==> src/rtl/i2c_pkg.sv <==
// Shared types and constants for the I2C segment blocks.
// Holds the arbiter state encoding, requester indices and the round-robin pick.
package i2c_pkg;

    typedef enum logic [1:0] {
        StWait  = 2'd0,
        StIdle  = 2'd1,
        StOwned = 2'd2,
        StBusy  = 2'd3
    } arb_state_e;

    localparam int unsigned REQ_FPGA = 0;
    localparam int unsigned REQ_MCU  = 1;

    // One-hot grant for a request vector; a tie goes to the requester that did not own last.
    function automatic logic [1:0] rr_pick(input logic [1:0] req, input logic last);
        logic [1:0] gnt;
        gnt = 2'b00;
        case (req)
            2'b01:   gnt = 2'b01;
            2'b10:   gnt = 2'b10;
            2'b11:   gnt = last ? 2'b01 : 2'b10;
            default: gnt = 2'b00;
        endcase
        return gnt;
    endfunction

endpackage

==> src/rtl/i2c_cond_detect.sv <==
// Synchronizes raw SCL/SDA and decodes START/STOP conditions from consecutive samples.
// START/STOP are single-cycle pulses aligned with the synchronized sample.
module i2c_cond_detect #(
    parameter int unsigned SyncStages = 2
) (
    input  logic clk_i,
    input  logic rst_i,
    input  logic scl_i,
    input  logic sda_i,
    output logic scl_o,
    output logic sda_o,
    output logic start_o,
    output logic stop_o
);

    logic [SyncStages-1:0] scl_sync_q, scl_sync_d;
    logic [SyncStages-1:0] sda_sync_q, sda_sync_d;
    logic                  scl_prev_q, scl_prev_d;
    logic                  sda_prev_q, sda_prev_d;

    always_comb begin
        scl_sync_d = {scl_sync_q[SyncStages-2:0], scl_i};
        sda_sync_d = {sda_sync_q[SyncStages-2:0], sda_i};
        scl_prev_d = scl_sync_q[SyncStages-1];
        sda_prev_d = sda_sync_q[SyncStages-1];
    end

    // Lines idle high, so resetting to 1 keeps a reset from looking like a START.
    always_ff @(posedge clk_i) begin
        if (rst_i) begin
            scl_sync_q <= '1;
            sda_sync_q <= '1;
            scl_prev_q <= 1'b1;
            sda_prev_q <= 1'b1;
        end else begin
            scl_sync_q <= scl_sync_d;
            sda_sync_q <= sda_sync_d;
            scl_prev_q <= scl_prev_d;
            sda_prev_q <= sda_prev_d;
        end
    end

    always_comb begin
        scl_o   = scl_sync_q[SyncStages-1];
        sda_o   = sda_sync_q[SyncStages-1];
        start_o = scl_prev_q & scl_o &  sda_prev_q & ~sda_o;
        stop_o  = scl_prev_q & scl_o & ~sda_prev_q &  sda_o;
    end

endmodule

==> src/rtl/i2c_bus_arbiter.sv <==
// Round-robin ownership arbiter for the shared FPGA/MCU I2C segment.
// Grants only after a bus-free interval and revokes ownership on a stuck line.
module i2c_bus_arbiter
    import i2c_pkg::*;
#(
    parameter int unsigned SYNC_STAGES  = 2,
    parameter int unsigned FREE_CYCLES  = 240,
    parameter int unsigned STUCK_CYCLES = 1048576
) (
    input  logic       iCLK,
    input  logic       iRESET,
    input  logic       iSCL,
    input  logic       iSDA,
    input  logic [1:0] iREQ,
    output logic [1:0] oGNT,
    output logic       oBRIDGE_EN,
    output logic       oBUSY,
    output logic       oSTUCK
);

    localparam int unsigned FreeW  = (FREE_CYCLES  > 1) ? $clog2(FREE_CYCLES)  : 1;
    localparam int unsigned StuckW = (STUCK_CYCLES > 1) ? $clog2(STUCK_CYCLES) : 1;
    localparam logic [FreeW-1:0]  FreeMax  = FreeW'(FREE_CYCLES - 1);
    localparam logic [StuckW-1:0] StuckMax = StuckW'(STUCK_CYCLES - 1);

    logic scl_s, sda_s, start_s, stop_s;

    i2c_cond_detect #(
        .SyncStages (SYNC_STAGES)
    ) u_cond_detect (
        .clk_i   (iCLK),
        .rst_i   (iRESET),
        .scl_i   (iSCL),
        .sda_i   (iSDA),
        .scl_o   (scl_s),
        .sda_o   (sda_s),
        .start_o (start_s),
        .stop_o  (stop_s)
    );

    arb_state_e        state_q, state_d;
    logic [1:0]        gnt_q, gnt_d;
    logic              last_q, last_d;
    logic [FreeW-1:0]  free_cnt_q, free_cnt_d;
    logic [StuckW-1:0] stuck_cnt_q, stuck_cnt_d;
    logic              stuck_q, stuck_d;

    logic       line_idle;
    logic       stuck_timeout;
    logic [1:0] pick;

    always_comb begin
        line_idle     = scl_s & sda_s;
        stuck_timeout = ~line_idle & (stuck_cnt_q == StuckMax);
        pick          = rr_pick(iREQ, last_q);
    end

    // Stuck counter saturates at its terminal value so a long hold never wraps to "not stuck".
    always_comb begin
        stuck_cnt_d = stuck_cnt_q;
        if (line_idle) begin
            stuck_cnt_d = '0;
        end else if (stuck_cnt_q != StuckMax) begin
            stuck_cnt_d = stuck_cnt_q + 1'b1;
        end
    end

    always_comb begin
        state_d    = state_q;
        gnt_d      = gnt_q;
        last_d     = last_q;
        free_cnt_d = free_cnt_q;
        stuck_d    = stuck_q;

        unique case (state_q)
            StWait: begin
                if (start_s || !line_idle) begin
                    free_cnt_d = '0;
                end else if (free_cnt_q == FreeMax) begin
                    free_cnt_d = '0;
                    state_d    = StIdle;
                end else begin
                    free_cnt_d = free_cnt_q + 1'b1;
                end
            end
            StIdle: begin
                // A START coinciding with a request is taken to be the requester's own.
                if (|iREQ) begin
                    gnt_d   = pick;
                    last_d  = pick[REQ_MCU];
                    state_d = StOwned;
                end else if (start_s) begin
                    state_d = StBusy;
                end
            end
            StOwned: begin
                if (!(|(iREQ & gnt_q))) begin
                    gnt_d      = 2'b00;
                    free_cnt_d = '0;
                    state_d    = StWait;
                end
            end
            StBusy: begin
                if (stop_s) begin
                    free_cnt_d = '0;
                    state_d    = StWait;
                end
            end
            default: begin
                gnt_d   = 2'b00;
                state_d = StWait;
            end
        endcase

        // Stuck handling overrides the normal transitions; release and timeout are exclusive.
        if (stuck_q && line_idle) begin
            stuck_d    = 1'b0;
            gnt_d      = 2'b00;
            free_cnt_d = '0;
            state_d    = StWait;
        end
        if (stuck_timeout) begin
            stuck_d = 1'b1;
            gnt_d   = 2'b00;
            state_d = StBusy;
        end
    end

    always_ff @(posedge iCLK) begin
        if (iRESET) begin
            state_q     <= StWait;
            gnt_q       <= 2'b00;
            last_q      <= 1'b1;
            free_cnt_q  <= '0;
            stuck_cnt_q <= '0;
            stuck_q     <= 1'b0;
        end else begin
            state_q     <= state_d;
            gnt_q       <= gnt_d;
            last_q      <= last_d;
            free_cnt_q  <= free_cnt_d;
            stuck_cnt_q <= stuck_cnt_d;
            stuck_q     <= stuck_d;
        end
    end

    always_comb begin
        oGNT       = gnt_q;
        oBRIDGE_EN = gnt_q[REQ_MCU];
        oBUSY      = (state_q != StIdle);
        oSTUCK     = stuck_q;
    end

endmodule
==> config.mk <==
export PLATFORM = sky130hd
export DESIGN_NAME = i2c_bus_arbiter
export DESIGN_NICKNAME = d
export VERILOG_FILES = /design/src/rtl/i2c_pkg.sv /design/src/rtl/i2c_cond_detect.sv /design/src/rtl/i2c_bus_arbiter.sv
export SDC_FILE = /design/constraint.sdc
export NUM_CORES = 1
export LEC_CHECK = 0
export BUFFER_PORTS_ARGS = -buffer_cell sky130_fd_sc_hd__buf_2
export CORE_AREA = 3 3 98 100
export CTS_BUF_LIST = sky130_fd_sc_hd__clkbuf_4 sky130_fd_sc_hd__clkbuf_8
export CTS_CLUSTER_SIZE = 16
export DETAILED_ROUTE_END_ITERATION = 10
export DIE_AREA = 0 0 101 103
export GPL_TIMING_DRIVEN = 0
export PLACE_DENSITY = 0.36
export SLEW_MARGIN = 20
export SYNTH_ARGS = -nofsm -noshare
export SYNTH_HDL_FRONTEND = slang
export SYNTH_SLANG_ARGS = --single-unit
==> constraint.sdc <==
create_clock -name iCLK -period 1.8 [get_ports iCLK]
set_input_delay 0.27 -clock iCLK [delete_from_list [all_inputs] [get_ports iCLK]]
set_output_delay 0.27 -clock iCLK [all_outputs]
set_load 0.05 [all_outputs]
* Word-level counts from Yosys, hierarchy flattened *
Index checks and enable logic that the tools add are counted.

word-level totals
  bits in registers = 40

operators by class
  equal/unequal tests = 18
  mux-type cells = 20
  $add $sub $neg = 2
  reduce and logical (&&, ||, !) cells = 16
  bitwise operators = 11

operator list
  cell                                                                   count
  8-bit two-way mux                                                      4
  8-bit one-hot mux with 3 select lines                                  1
  20-bit by 1-bit adder with 20-bit output, second input constant        1
  20-bit equality test, second input constant                            1
  2-bit two-way mux                                                      10
  20-bit != test, second input constant                                  1
  4-bit != test, second input constant                                   4
  8-bit by 1-bit adder with 8-bit output, second input constant          1
  2-bit equality test, second input constant                             4
  8-bit equality test, second input constant                             1
  2-bit one-hot mux with 4 select lines                                  1
  2-bit OR reduction                                                     4
  1-bit bitwise AND                                                      7
  2-bit != test, second input constant                                   3
  2-bit one-hot mux with 3 select lines                                  1
  3-bit AND reduction                                                    2
  5-bit != test, second input constant                                   1
  5-bit AND reduction                                                    1
  2-bit by 1-bit equality test with 1-bit output, second input constant  2
  2-bit one-hot mux with 2 select lines                                  1
  2-bit nonzero test                                                     2
  1-bit inverter                                                         3
  3-bit nonzero test                                                     1
  3-bit OR reduction                                                     1
  8 further kinds                                                        9

* Logic depth before layout (Yosys ltp) *
Gate-level depths: netlist of run 1.

  depth in word-level cells = 8
  mapped depth = 6

* By module *
From an unflattened synthesis of run 1, not the netlist that was laid out.

second synthesis, totals
  cell total of the unflattened synthesis = 235
  area, all modules = 2098.3 µm²

modules (own cells, without submodules)
  module           seq. area each (µm²)  cells an instance  area each (µm²)  instances
  i2c_bus_arbiter  680.7                 221                1920.6           1
  i2c_cond_detect  120.1                 14                 177.7            1

* Worst setup path after synthesis of run 1 *
No wires, ideal clock.

  path kind = flip-flop to flip-flop
  from = register gnt_q[1] (netlist: oGNT[1])
  to = register free_cnt_q[0]
  period minus slack after synthesis = 1.709 ns
  slack = 0.091 ns
  data arrival time = 1.573 ns
  stages on the path, launching flop included = 6
  setup time = 0.137 ns
  path through = dfxtp_1 a22oi_1 nor2_1 clkbuf_1 or3_1 a21oi_1

on the way
  cells in the longest elaborated chain, start to end = 4

RTL lines
  element                               line                    source
  start, declared                       i2c_bus_arbiter.sv:42   logic [1:0] gnt_q, gnt_d;
  start signal, assigned                i2c_bus_arbiter.sv:139  gnt_q <= gnt_d;
  2-bit bitwise AND                     i2c_bus_arbiter.sv:97   if (!(|(iREQ & gnt_q))) begin
  2-bit OR reduction                    i2c_bus_arbiter.sv:97
  2-bit != test (no source line)        n/a
  3-bit AND reduction (no source line)  n/a
  end signal, assigned                  i2c_bus_arbiter.sv:141  free_cnt_q <= free_cnt_d;
  end, declared                         i2c_bus_arbiter.sv:44   logic [FreeW-1:0] free_cnt_q, free_cnt_d;

No other way between the ends.
A chain may end at the register's enable or synchronous reset.

* Final worst setup path of run 1 *
  from = register state_q[1]
  to = register free_cnt_q[1]

on the way
  cells in the longest elaborated chain, start to end = 3
  elaborated cells on any way between the ends = 8
  those cells by class = 4 x eq/ne; 1 x mux; 3 x reduce/logical

RTL lines
  element                                                               line                    source
  start, declared                                                       i2c_bus_arbiter.sv:41   arb_state_e state_q, state_d;
  start signal, assigned                                                i2c_bus_arbiter.sv:131  state_q <= StWait;
  start signal, assigned                                                i2c_bus_arbiter.sv:138  state_q <= state_d;
  2-bit equality test or 2-bit logical NOT (tied branches)              i2c_bus_arbiter.sv:75   unique case (state_q)
  2-bit != test (no source line) or 3-bit nonzero test (tied branches)  n/a
  3-bit AND reduction (no source line)                                  n/a

Several ways; a longest one is shown, not always the timed one.

==> results.sh, run 1 <==
export IMPL_outcome="complete, no violations"
export IMPL_period_share=0.965
export IMPL_grtUsageTotal=0.106
export IMPL_dp_cells=352
export IMPL_fmax_mhz=576
export IMPL_core_area_sq_um=8760
export IMPL_cts_tree="built"
export IMPL_maxSlewHeadroom=0.641
export IMPL_synth_seq_cells=40
export IMPL_critPathCaptureType="register"
export IMPL_hp_start="iSDA"
export IMPL_crit_type="register to register"
export IMPL_finalPower_w=0.00166
export IMPL_dp_slack_ps=-182
export IMPL_async_flop_share=0
export IMPL_ys_top_cells_by_area="dfxtp_1 40%, a21oi_1 6.4%, o31ai_1 4.1%"
export IMPL_grt_pass1_wl_mm=8.70
export IMPL_grt_ovfl_total=0
export IMPL_hold_path_class="input port to register"
export IMPL_drive_above_1_share=0.206
export IMPL_path_clk_slew_ps=80
export IMPL_rows=34
export IMPL_yosysWarnings=0
export IMPL_crit_start="state_q[1]$_SDFFE_PP0P_"
export IMPL_ys_types=47
export IMPL_yosys_most_used_dff="dfxtp_1"
export IMPL_min_period_ps=1740
export IMPL_antenna_found_initial=0
export IMPL_fin_worst_skew_ps=8.93
export IMPL_powerDensity_nw_per_um2=697
export IMPL_synth_common_cells="40 x dfxtp_1, 26 x a21oi_1, 19 x nand2_1"
export IMPL_place_gp_congestion=0.724
export IMPL_synth_adder_area_share=0.0124
export IMPL_cellLeakagePower_nw=0.755
export IMPL_die_w_um=101
export IMPL_drt_iter0_drc=66
export IMPL_ys_seq_area_frac=0.397
export IMPL_vdd_drop_max_uv=227
export IMPL_layout_setup_ws_ps=62.7
export IMPL_critPathRequiredTime_ps=2040
export IMPL_synth_compound_area_share=0.248
export IMPL_clockBufferDepth=2
export IMPL_drtPass1Iterations=4
export IMPL_dieArea_sq_um=10400
export IMPL_rsz0062_at_grt="true"
export IMPL_n_antenna_cell=0
export IMPL_wirelength_mm=5.39
export IMPL_die_h_um=103
export IMPL_clock_latency_ps=300
export IMPL_synth_mux_area_frac=0.0198
export IMPL_crit_fanout=10
export IMPL_cts_root_buf="clkbuf_8"
export IMPL_synth_simple_area_share=0.288
export IMPL_synth_fp_nets=243
export IMPL_grt_max_degree=12
export IMPL_area_growth_pct=17.6
export IMPL_synth_most_common_cell="dfxtp_1"
export IMPL_synth_edf_count=0
export IMPL_drv_slew=0
export IMPL_start_kind="register"
export IMPL_synth_xor_area_frac=0
export IMPL_synth_top_area_frac=0.397
export IMPL_htreeDepth=2
export IMPL_cp_data_arrival_time_ps=1980
export IMPL_hpwl_mm=3.63
export IMPL_synth_top_family_by_area="simple AND/OR/NAND/NOR gates"
export IMPL_initial_core_util=0.230
export IMPL_synthCells=235
export IMPL_hold_violations=0
export IMPL_max_cap_violations=0
export IMPL_viasPerCell=5.14
export IMPL_drc_errors=0
export IMPL_avgRoutedWirePerCell_um=14.8
export IMPL_fin_tns_setup_ps=0
export IMPL_grt_pass1_vias=1658
export IMPL_synth_top_cell_by_area="dfxtp_1"
export IMPL_numCtsBuffers=5
export IMPL_antenna_left=0
export IMPL_timing_hold_ws_ps=157
export IMPL_ioPinCount=11
export IMPL_setup_viol=0
export IMPL_clock_sinks=40
export IMPL_worst_pin_slew_ps=539
export IMPL_syn_cell_area_sq_um=2020
export IMPL_avgSynthCellArea_sq_um=8.59
export IMPL_instances_no_fill=365
export IMPL_fin_nets=264
export IMPL_r2r_start="state_q[1]$_SDFFE_PP0P_"
export IMPL_cts_hold_buffers=0
export IMPL_io_buffers=9
export IMPL_num_vias=1877
[stage by stage]
stage | utilization | area, sq um
detailed placement | 0.251 | 2200
global route | 0.271 | 2370
global placement | 0.251 | 2200
CTS | 0.263 | 2310
finish | 0.271 | 2370
floorplan | - | 2020
[cell families (layout without fill, tap and decap cells)]
group,Yosys count,after routing
AND/OR/NAND/NOR,97,97
AO/OA/AOI/OAI,77,78
flip-flops,40,40
buffers and inverters,15,36
multiplexers,4,4
adder cells (fa/ha/maj),2,2
[critical path, stage by stage (launching register included)]
cell and delay (ps):
dfxtp_1 310, clkbuf_4 180, nand2_1 120, o31a_1 380, or4b_1 540, a21oi_2 140
[worst paths after layout]
kind                                                 end  slack, ps  cells after the start
setup / recovery              free_cnt_q[1]$_SDFFE_PP0P_         60                      5
setup reg to reg              free_cnt_q[1]$_SDFFE_PP0P_         60                      5
hold / removal    u_cond_detect.sda_sync_q[0]$_SDFF_PP1_        160                      2
hold reg to reg   u_cond_detect.scl_sync_q[1]$_SDFF_PP1_        410                      1
[where the power goes]
group | internal (W) | total [W] | switching (W)
logic | 0.0000292 | 0.0000744 | 0.0000452
clock network | 0.000344 | 0.000674 | 0.000330
registers | 0.000896 | 0.000907 | 0.0000116
total | 0.00127 | 0.00166 | 0.000387
[cells in the final DEF, fill, tap and decap left out, types with 2 or more instances in the layout]
| cell | instances |
|---|---|
| o21ai_1 | 2 |
| a211o_1 | 3 |
| clkbuf_8 | 6 |
| nand4_1 | 7 |
| nor2b_1 | 2 |
| a21oi_1 | 25 |
| dfxtp_2 | 3 |
| and4_2 | 2 |
| buf_4 | 9 |
| o21ai_0 | 9 |
| and3_1 | 3 |
| or3_1 | 5 |
| or2_2 | 6 |
| nand2_2 | 2 |
| o31a_1 | 2 |
| clkbuf_2 | 2 |
| mux2i_1 | 4 |
| nand2b_1 | 8 |
| and4_1 | 4 |
| clkbuf_1 | 3 |
| buf_2 | 12 |
| a31oi_1 | 7 |
| nand2_1 | 19 |
| clkbuf_4 | 3 |
| nor3_1 | 5 |
| nor2_1 | 4 |
| nand3_1 | 13 |
| a31o_2 | 2 |
| or4_1 | 10 |
| a211oi_1 | 4 |
| dfxtp_1 | 37 |
| a2111o_1 | 2 |
| o31ai_1 | 11 |
[layer usage]
metal | share of wire | vias up | GRT usage
li1 | - | 956 | -
met3 | 0.033 | 7 | 0.0244
met5 | 0 | - | 0
met2 | 0.41 | 26 | 0.149
met1 | 0.54 | 888 | 0.156
met4 | 0.017 | 0 | 0.0399
[registers in the layout, summed over array words and instances (netlist names)]
name and flops:
stuck_cnt_q 20, free_cnt_q 8, oGNT 2, state_q 2
u_cond_detect.scl_sync_q 2, u_cond_detect.sda_sync_q 2, last_q 1, oSTUCK 1
u_cond_detect.scl_prev_q 1, u_cond_detect.sda_prev_q 1
[area by class of cell]
class	count	area [sq um]
Fill cell	964	6390
Multi-Input combinational cell	181	1180
Sequential cell	40	805
Tap cell	108	135
Clock buffer	8	97.6
Timing Repair Buffer	14	82.6
Buffer	13	73.8
Inverter	1	3.75
[timing repair]
action,4_1_cts,5_1_grt
buffers inserted,0,5
pin swaps,2,5
resized for setup,5,12
cloned,0,1
setup endpoints to repair,19,31
(Power assumes the default switching activity.)
==> run 2: changes to the inputs <==
--- a/config.mk
+++ b/config.mk
@@ -6,13 +6,13 @@
 export NUM_CORES = 1
 export LEC_CHECK = 0
 export BUFFER_PORTS_ARGS = -buffer_cell sky130_fd_sc_hd__buf_2
-export CORE_AREA = 3 3 98 100
+export CORE_AREA = 3 3 71 73
 export CTS_BUF_LIST = sky130_fd_sc_hd__clkbuf_4 sky130_fd_sc_hd__clkbuf_8
 export CTS_CLUSTER_SIZE = 16
 export DETAILED_ROUTE_END_ITERATION = 10
-export DIE_AREA = 0 0 101 103
+export DIE_AREA = 0 0 74 76
 export GPL_TIMING_DRIVEN = 0
-export PLACE_DENSITY = 0.36
+export PLACE_DENSITY = 0.62
 export SLEW_MARGIN = 20
 export SYNTH_ARGS = -nofsm -noshare
 export SYNTH_HDL_FRONTEND = slang
==> constraint.sdc (replaced) <==
create_clock -name iCLK -period 1.5 [get_ports iCLK]
set_input_delay 0.225 -clock iCLK [delete_from_list [all_inputs] [get_ports iCLK]]
set_output_delay 0.225 -clock iCLK [all_outputs]
set_load 0.05 [all_outputs]
==> results.sh, run 2 (synthesis results as in run 1) <==
export IMPL_outcome="finished with violations"
export IMPL_violations="negative setup slack"
export IMPL_place_area_sq_um=2150
export IMPL_cts_tree="built"
export IMPL_io_buffers=9
export IMPL_dp_cells=296
export IMPL_place_gp_congestion=0.799
export IMPL_timing_hold_ws_ps=116
export IMPL_antenna_found_initial=0
export IMPL_nFillCells=389
export IMPL_max_cap_violations=0
export IMPL_grt_pass1_vias=1779
export IMPL_final_area_sq_um=2700
export IMPL_drc_errors=0
export IMPL_fin_nets=288
export IMPL_layout_common_cells="29 x buf_4, 22 x a21oi_1, 18 x nand2_1"
export IMPL_crit_type="register to register"
export IMPL_start_kind="register"
export IMPL_critPathRequiredTime_ps=1720
export IMPL_drv_slew=0
export IMPL_die_h_um=76
export IMPL_layout_setup_ws_ps=-50.5
export IMPL_antenna_left=0
export IMPL_n_antenna_cell=0
export IMPL_hold_violations=0
export IMPL_grtUsageTotal=0.202
export IMPL_cp_slowest_cell="or4b_4"
export IMPL_core_area_sq_um=4410
export IMPL_rows=24
export IMPL_clock_sinks=40
export IMPL_r2r_start="state_q[1]$_SDFFE_PP0P_"
export IMPL_fmax_mhz=645
export IMPL_grt_max_degree=12
export IMPL_powerDensity_nw_per_um2=696
export IMPL_worst_pin_slew_ps=375
export IMPL_maxSlewHeadroom=0.750
export IMPL_fin_tns_setup_ps=-220
export IMPL_clock_latency_ps=290
export IMPL_dieArea_sq_um=5620
export IMPL_setup_viol=11
export IMPL_period_share=1.03
export IMPL_drt_iter0_drc=137
export IMPL_hpwl_mm=3.12
export IMPL_largest_register="stuck_cnt_q"
export IMPL_vdd_drop_max_uv=585
export IMPL_rsz0062_at_grt="true"
export IMPL_cp_data_arrival_time_ps=1780
export IMPL_critPathCaptureType="register"
export IMPL_die_w_um=74
export IMPL_htreeDepth=2
export IMPL_initial_core_util=0.457
export IMPL_fin_worst_skew_ps=7.13
export IMPL_drtPass1Iterations=4
export IMPL_slowest_delay_ps=540
export IMPL_crit_fanout=5
export IMPL_layout_commonest_cell="buf_4"
export IMPL_largestRegisters="stuck_cnt_q: 20 flops, free_cnt_q: 8 flops"
export IMPL_dp_slack_ps=-406
export IMPL_area_growth_pct=33.8
export IMPL_hold_path_class="input port to register"
export IMPL_largest_reg_flops=20
export IMPL_drive_above_1_share=0.439
export IMPL_avgRoutedWirePerCell_um=16.4
export IMPL_num_vias=2036
export IMPL_ioPinCount=11
export IMPL_grt_pass1_wl_mm=9.00
export IMPL_instances_no_fill=332
export IMPL_crit_start="state_q[1]$_SDFFE_PP0P_"
export IMPL_min_period_ps=1550
export IMPL_grt_ovfl_total=0
export IMPL_cts_hold_buffers=0
export IMPL_path_clk_slew_ps=80
export IMPL_cts_root_buf="clkbuf_8"
export IMPL_viasPerCell=6.13
export IMPL_wirelength_mm=5.46
export IMPL_crit_chain="nand2_4 > o31a_1 > or4b_4 > a21oi_2"
export IMPL_clockBufferDepth=2
export IMPL_cellLeakagePower_nw=0.912
export IMPL_hp_start="iSDA"
export IMPL_numCtsBuffers=5
## run 2: cell count changes in the layout (fill, tap and decap cells not counted), moves of 3 or more
| cell | change |
|---|---|
| a211oi_1 | -3 |
| a21oi_2 | +3 |
| dfxtp_2 | +14 |
| and4_4 | +4 |
| dfxtp_4 | +10 |
| buf_4 | +20 |
| nand2_4 | +3 |
| a21oi_1 | -3 |
| buf_6 | +6 |
| dfxtp_1 | -24 |
## run 2: path summary, 6_finish.rpt
kind	end	slack (ps)	depth (start not counted)
worst max-delay path	free_cnt_q[1]$_SDFFE_PP0P_	-50	4
worst min-delay path	u_cond_detect.sda_sync_q[0]$_SDFF_PP1_	120	2
worst max register to register	free_cnt_q[1]$_SDFFE_PP0P_	-50	4
worst min register to register	u_cond_detect.scl_sync_q[1]$_SDFF_PP1_	410	1
## run 2: what timing repair did
| item | in CTS | in global routing |
|---|---|---|
| pin swaps | 17 | 14 |
| buffers inserted | 25 | 3 |
| cloned | 3 | 0 |
| resized for setup | 65 | 20 |
| setup endpoints to repair | 34 | 33 |
## run 2: layout make-up
class | count | area (sq um) | area share
Timing Repair Buffer | 39 | 272 | 0.101
Clock buffer | 6 | 76.3 | 0.0283
Sequential cell | 40 | 860 | 0.318
Clock inverter | 1 | 5.00 | 0.00185
Buffer | 12 | 93.8 | 0.0347
Multi-Input combinational cell | 181 | 1330 | 0.491
Tap cell | 52 | 65.1 | 0.0241
Inverter | 1 | 3.75 | 0.00139
## run 2: worst max-delay path: cells and delay by family, from the launching register on
| family | cells | cell delay [ps] |
|---|---|---|
| AND/OR/NAND/NOR | 2 | 600 |
| AO/OA/AOI/OAI | 2 | 490 |
| flip-flops | 1 | 390 |
## run 2: where the power goes
part | switching [W] | total, W | internal [W]
sequential | 0.0000175 | 0.00108 | 0.00106
combinational | 0.0000583 | 0.000108 | 0.0000501
clock | 0.000359 | 0.000694 | 0.000334
## run 2: routing by layer
metal	share of wire	up-vias	wire, um	track usage
met2	0.44	48	2420	0.277
met3	0.046	5	252	0.0435
met1	0.50	978	2750	0.319
met5	0	-	0	0
met4	0.0066	0	36	0.0435
li1	-	1005	-	-
## run 2: metrics by stage
step           power, W   util
2_1_floorplan   0.00117      -
3_3_place_gp    0.00119  0.486
3_5_place_dp    0.00120  0.486
4_1_cts         0.00190  0.592
5_1_grt         0.00197  0.612
6_report        0.00188  0.612
